[src/rtl/input_quant_packer_pkg.sv]
// Shared constants and types for the layer-0 input quantiser/packer.
// Holds default geometry, the threshold word type and the fill-control state encoding.
package ln_input_pkg;

  localparam int unsigned IN_W         = 8;
  localparam int unsigned Q_W          = 2;
  localparam int unsigned NT           = 2**Q_W - 1;
  localparam int unsigned NUM_FEATURES = 3;

  typedef logic [IN_W-1:0] thr_t;

  typedef enum logic {
    FILL = 1'b0,
    FULL = 1'b1
  } state_t;

endpackage

[src/rtl/input_quant_packer_quant_cell.sv]
// Combinational quantiser: code = number of thresholds the value meets or exceeds.
// Thresholds need not be sorted; the count definition holds for any ordering.
module quant_cell #(
  parameter int unsigned IN_W = ln_input_pkg::IN_W,
  parameter int unsigned Q_W  = ln_input_pkg::Q_W,
  parameter int unsigned NT   = 2**Q_W - 1
) (
  input  logic [IN_W-1:0] value_i,
  input  logic [IN_W-1:0] thr_i [NT],
  output logic [Q_W-1:0]  code_o
);

  always_comb begin
    code_o = '0;
    for (int unsigned t = 0; t < NT; t++) begin
      if (value_i >= thr_i[t]) code_o = code_o + Q_W'(1);
    end
  end

endmodule

[src/rtl/input_quant_packer.sv]
// Streaming feature quantiser/packer: one raw feature per beat in, one packed code frame out.
// Double-buffered (pack reg + output reg) so a new frame can fill while the output stalls.
module input_quant_packer #(
  parameter int unsigned NUM_FEATURES = ln_input_pkg::NUM_FEATURES,
  parameter int unsigned IN_W         = ln_input_pkg::IN_W,
  parameter int unsigned Q_W          = ln_input_pkg::Q_W,
  localparam int unsigned NT          = 2**Q_W - 1,
  localparam int unsigned NTH         = NUM_FEATURES * NT,
  localparam int unsigned AW          = (NTH > 1) ? $clog2(NTH) : 1
) (
  input  logic                        clk,
  input  logic                        rst_n,
  input  logic                        s_valid,
  output logic                        s_ready,
  input  logic [IN_W-1:0]             s_data,
  input  logic                        s_last,
  input  logic                        thr_we,
  input  logic [AW-1:0]               thr_addr,
  input  logic [IN_W-1:0]             thr_data,
  output logic                        m_valid,
  input  logic                        m_ready,
  output logic [NUM_FEATURES*Q_W-1:0] m_data,
  output logic                        err_len,
  output logic [15:0]                 frame_cnt
);

  import ln_input_pkg::*;

  localparam int unsigned IDX_W    = (NUM_FEATURES > 1) ? $clog2(NUM_FEATURES) : 1;
  localparam int unsigned FW       = NUM_FEATURES * Q_W;
  localparam logic [IDX_W-1:0] LAST_IDX = IDX_W'(NUM_FEATURES - 1);

  state_t             state_q, state_d;
  logic [IDX_W-1:0]   idx_q, idx_d;
  logic [FW-1:0]      pack_q, pack_d;
  logic [FW-1:0]      out_q, out_d;
  logic               mv_q, mv_d;
  logic               err_q, err_d;
  logic [15:0]        cnt_q, cnt_d;
  logic [IN_W-1:0]    thr_q [NTH];
  logic [IN_W-1:0]    thr_sel [NT];
  logic [Q_W-1:0]     code;
  logic               drain;

  assign s_ready   = (state_q == FILL);
  assign drain     = mv_q & m_ready;
  assign m_valid   = mv_q;
  assign m_data    = out_q;
  assign err_len   = err_q;
  assign frame_cnt = cnt_q;

  // Out-of-range addresses are dropped rather than aliased onto a real entry.
  always_ff @(posedge clk or negedge rst_n) begin
    if (!rst_n) begin
      for (int unsigned i = 0; i < NTH; i++) thr_q[i] <= '0;
    end else if (thr_we && (32'(thr_addr) < NTH)) begin
      thr_q[thr_addr] <= thr_data;
    end
  end

  always_comb begin
    for (int unsigned t = 0; t < NT; t++) begin
      thr_sel[t] = thr_q[AW'(32'(idx_q) * NT + t)];
    end
  end

  quant_cell #(
    .IN_W (IN_W),
    .Q_W  (Q_W),
    .NT   (NT)
  ) u_quant (
    .value_i (s_data),
    .thr_i   (thr_sel),
    .code_o  (code)
  );

  always_ff @(posedge clk or negedge rst_n) begin
    if (!rst_n) begin
      state_q <= FILL;
      idx_q   <= '0;
      pack_q  <= '0;
      out_q   <= '0;
      mv_q    <= 1'b0;
      err_q   <= 1'b0;
      cnt_q   <= '0;
    end else begin
      state_q <= state_d;
      idx_q   <= idx_d;
      pack_q  <= pack_d;
      out_q   <= out_d;
      mv_q    <= mv_d;
      err_q   <= err_d;
      cnt_q   <= cnt_d;
    end
  end

  always_comb begin
    state_d = state_q;
    idx_d   = idx_q;
    pack_d  = pack_q;
    out_d   = out_q;
    mv_d    = mv_q & ~drain;
    err_d   = 1'b0;
    cnt_d   = drain ? cnt_q + 16'd1 : cnt_q;

    case (state_q)
      FILL: begin
        if (s_valid) begin
          for (int unsigned i = 0; i < NUM_FEATURES; i++) begin
            if (IDX_W'(i) == idx_q) pack_d[Q_W*i +: Q_W] = code;
          end
          if (idx_q == LAST_IDX) begin
            idx_d = '0;
            err_d = ~s_last;
            // A same-cycle drain frees the output reg, so the frame bypasses FULL.
            if (!mv_q || m_ready) begin
              out_d = pack_d;
              mv_d  = 1'b1;
            end else begin
              state_d = FULL;
            end
          end else if (s_last) begin
            idx_d = '0;
            err_d = 1'b1;
          end else begin
            idx_d = idx_q + IDX_W'(1);
          end
        end
      end
      FULL: begin
        if (m_ready) begin
          out_d   = pack_q;
          mv_d    = 1'b1;
          state_d = FILL;
        end
      end
      default: state_d = FILL;
    endcase
  end

endmodule

[config.mk]
export PLATFORM = sky130hd
export DESIGN_NAME = input_quant_packer
export DESIGN_NICKNAME = d
export VERILOG_FILES = /design/src/rtl/input_quant_packer_pkg.sv /design/src/rtl/input_quant_packer_quant_cell.sv /design/src/rtl/input_quant_packer.sv
export SDC_FILE = /design/constraint.sdc
export NUM_CORES = 1
export LEC_CHECK = 0
export BUFFER_PORTS_ARGS = -buffer_cell sky130_fd_sc_hd__buf_2
export CAP_MARGIN = 40
export CORE_ASPECT_RATIO = 1.4
export CORE_MARGIN = 2
export CORE_UTILIZATION = 40
export CTS_CLUSTER_SIZE = 20
export DETAILED_ROUTE_END_ITERATION = 8
export GPL_ROUTABILITY_DRIVEN = 0
export HOLD_SLACK_MARGIN = 0.03
export PLACE_DENSITY = 0.57
export SKIP_LAST_GASP = 1
export SYNTH_ARGS = -nofsm -noshare
export SYNTH_HDL_FRONTEND = slang
export SYNTH_SLANG_ARGS = --single-unit
export TNS_END_PERCENT = 50
[constraint.sdc]
create_clock -name clk -period 10.7 [get_ports clk]
set_input_delay 0.535 -clock clk [delete_from_list [all_inputs] [get_ports clk]]
set_output_delay 0.535 -clock clk [all_outputs]
set_load 0.03 [all_outputs]
==> metrics.csv <==
metric,value,unit
RSZ-0062 raised after global routing,false,
status,"complete, no violations",
root buf cell,clkbuf_16,
highest-count cells in the layout ignoring fill and taps,"104 x dfrtp_1, 74 x mux2_2, 49 x buf_2",
worst hold-check slack,0.0865,ns
leak pwr,3.00,nW
combinational family with the most area after synthesis,multiplexers,
area added between synthesis and finish,13.7,%
delay of the slowest cell on the worst path,0.80,ns
maximum capacitance violations,0,
async set-or-reset flop fraction in the synthesized netlist,1.00,
most frequent standard cell in the layout excluding fill and tap cells,dfrtp_1,
Worst EP required,10.89,ns
number of enable-type register cells in the synthesized netlist,0,
vertical die dimension,150,µm
Final Cycle Share,0.493,
Detail Route Antenna Nets,0,
diode count,0,
# H-tree levels,3,
maximum number of pins on one net before global-route repair,52,
starting density of the core,0.407,
slew of the pin with the lowest slew margin,0.911,ns
sum of buffers and inverters on the critical path,3,
family of cells with the greatest summed delay on the critical path,buffers and inverters,
worst-case clock skew,0.0101,ns
number of vias per cell,5.74,
wire length of the first global-routing pass,22.5,mm
fmax,190,MHz
CP Launch Type,flip-flop,
"Clk pin slew, worst setup/hold paths",0.07,ns
Post-CTS Hold Buffers,0,
floorplan die width,108,µm
number of search-and-repair iterations in the first detailed-routing pass,4,
total area of multi-input combinational cells,3370,µm²
prevailing post-synth register cell,dfrtp_1,
Critical Path End Type,flip-flop,
count of boundary I/O pins,51,
relative contribution of combinational cells to total power,0.386,
Routed Wire Length,14.1,mm
Setup Buffers After CTS,0,
compound-gate portion of the synthesized area,0.0542,
area of the placeable core,15000,µm²
number of cell rows,53,
die area,16300,µm²
min Tclk post-route,5.28,ns
final critical-path setup slack,5.42,ns
clk buf depth,2,
sequential fraction of the synthesis area,0.431,
Setup TNS Final,0,ns
clock share of power,0.247,
insertion delay to the later sink of the worst-skew pair,0.36,ns
cts repair resizes,0,
"critical path fanouts, max",45,
sequential power share,0.367,
Congestion Overflow GR,0,
CTS tree,done,
critical-path cell with the highest stage delay,ha_1,
DRC Markers,0,
NumNets Final,583,
net switching share of the total power,0.346,
power density normalized to cell area,226,nW/µm²
Syn Nets,534,
post-placement cell count,706,
Max Slew Vio Count,0,
xor and xnor area share after synthesis,0.0258,
final hold violation count,0,
number of antenna violations at the first check in global routing,0,
switching component of the power,0.542,mW
Routed wire per std cell,19.6,µm
cell-by-cell trace of the critical path,buf_4 > inv_1 > ha_1 > buf_4 > mux4_2 > nand2b_1 > ha_1 > a2111oi_0 > nor2b_1 > a221o_1 > ha_1 > xnor2_1 > a311oi_1,
cell with the most instances on the worst path,ha_1,
type of the most critical hold path,primary input to async pin,
maximum vdd drop,113,µV
multiplexer fraction of the synthesized cell area,0.314,
final count of negative-setup-slack endpoints,0,
number of buffers created by CTS,9,
Vias,4141,
post-synthesis register bit count,105,
"Cell Count, Final, Fillers Out",722,
CP Data Arrival Time,5.46,ns
post-synthesis instance total,476,
Slew HR,0.391,
Internal Power,1.02,mW
Post-Synth Simple-Gate Area,0.0925,
"Worst Path Class, Setup",flip-flop to flip-flop,
adder and majority cell fraction of the synthesized area,0.0656,
number of clock sinks seen by CTS,105,
detailed-placement wirelength estimate,10.5,mm
final cell utilization of the core,0.463,
Avg Synthesized Cell Area,12.8,µm²
Yosys warnings,0,
area occupied by registers,2630,µm²
share of cells above drive strength 1,0.366,
drt first-iter violations,185,
Synth cell types,41,
number of global-route vias before repair,4307,
PortBufs,50,
pre-CTS setup slack,5.43,ns
aggregate global-route resource usage,0.184,
count of fill cells added during filler insertion,1358,
post-synthesis instance area,6100,µm²
## cell type report
cell class,instances,share of cell area
clock inverter,7,0.0179
timing repair buffer,58,0.0480
sequential,105,0.379
tap,192,0.0346
inverter,5,0.00271
clock buffer,9,0.0325
multi-input combinational,346,0.485
## power by group through the flow
stage	logic [mW]	clock network (mW)	registers (mW)
5_1_grt	0.674	0.411	0.587
3_3_place_gp	0.594	0	0.574
3_5_place_dp	0.609	0	0.582
2_1_floorplan	0.437	0	0.588
6_report	0.605	0.386	0.575
4_1_cts	0.611	0.396	0.574
## metrics by stage
| step | total power [mW] | area [µm²] |
|---|---|---|
| floorplan | 1.03 | 6100 |
| global placement | 1.17 | 6540 |
| detailed placement | 1.19 | 6590 |
| CTS | 1.58 | 6940 |
| global route | 1.67 | 6940 |
| finish | 1.57 | 6940 |
## registers in the layout, summed over array words and instances (netlist names)
register / flops
err_len: 1
m_valid: 1
m_data: 6
frame_cnt: 16
idx_q: 2
state_q: 1
thr_q: 72
pack_q: 6
## cell families after synthesis
group / count (synthesis)
xor gates and xnor gates: 18
AOI/OAI and AO/OA: 51
and+or+nand+nor: 113
buffers and inverters: 25
muxes: 132
DFF: 105
adders and majority gates: 32
## metal layers
metal  track usage  up-vias  part of all wire
met5             0        -                 0
met4        0.0692        0             0.029
met3        0.0377       28             0.041
met2         0.329      114              0.53
met1         0.216     2117              0.40
li1              -     1882                 -
## cells in the mapped netlist (5+ instances only)
library cell,instances,area (µm²)
inv_1,5,18.8
xor2_1,5,43.8
and3_1,5,31.3
nand2_1,35,131
nand3b_1,5,37.5
ha_1,32,400
mux4_2,40,901
nand2b_1,10,62.6
nand4_1,5,31.3
xnor2_1,13,114
clkbuf_1,10,37.5
buf_2,8,40.0
o21ai_0,11,55.1
nor2b_1,8,50.1
nor2_1,32,120
mux2_2,74,833
a21oi_1,20,100
mux2i_1,18,180
dfrtp_1,105,2630
## worst paths after layout
check                                                from                   endpoint  slack, ns  depth (start not counted)
worst max-delay path                 idx_q[0]$_DFFE_PN0P_      m_data[2]$_DFFE_PN0P_       5.42                         13
min in group clk                                  m_ready          state_q$_DFF_PN0_       0.42                          2
worst min register to register  frame_cnt[15]$_DFFE_PN0P_  frame_cnt[15]$_DFFE_PN0P_       0.47                          1
max in group asynchronous                           rst_n      thr_q[60]$_DFFE_PN0P_       9.58                          3
worst max register to register       idx_q[0]$_DFFE_PN0P_      m_data[2]$_DFFE_PN0P_       5.42                         13
worst min-delay path                                rst_n          state_q$_DFF_PN0_       0.09                          1
## worst register-to-register path: cells and delay by family, from the launching register on
family	cells	cell delay (ns)
buffers and inverters	3	1.29
adders and majority gates	3	1.27
AOI/OAI and AO/OA	3	1.03
xor gates and xnor gates	1	0.45
and+or+nand+nor	2	0.37
muxes	1	0.36
DFF	1	0.35
(Power assumes the default switching activity.)
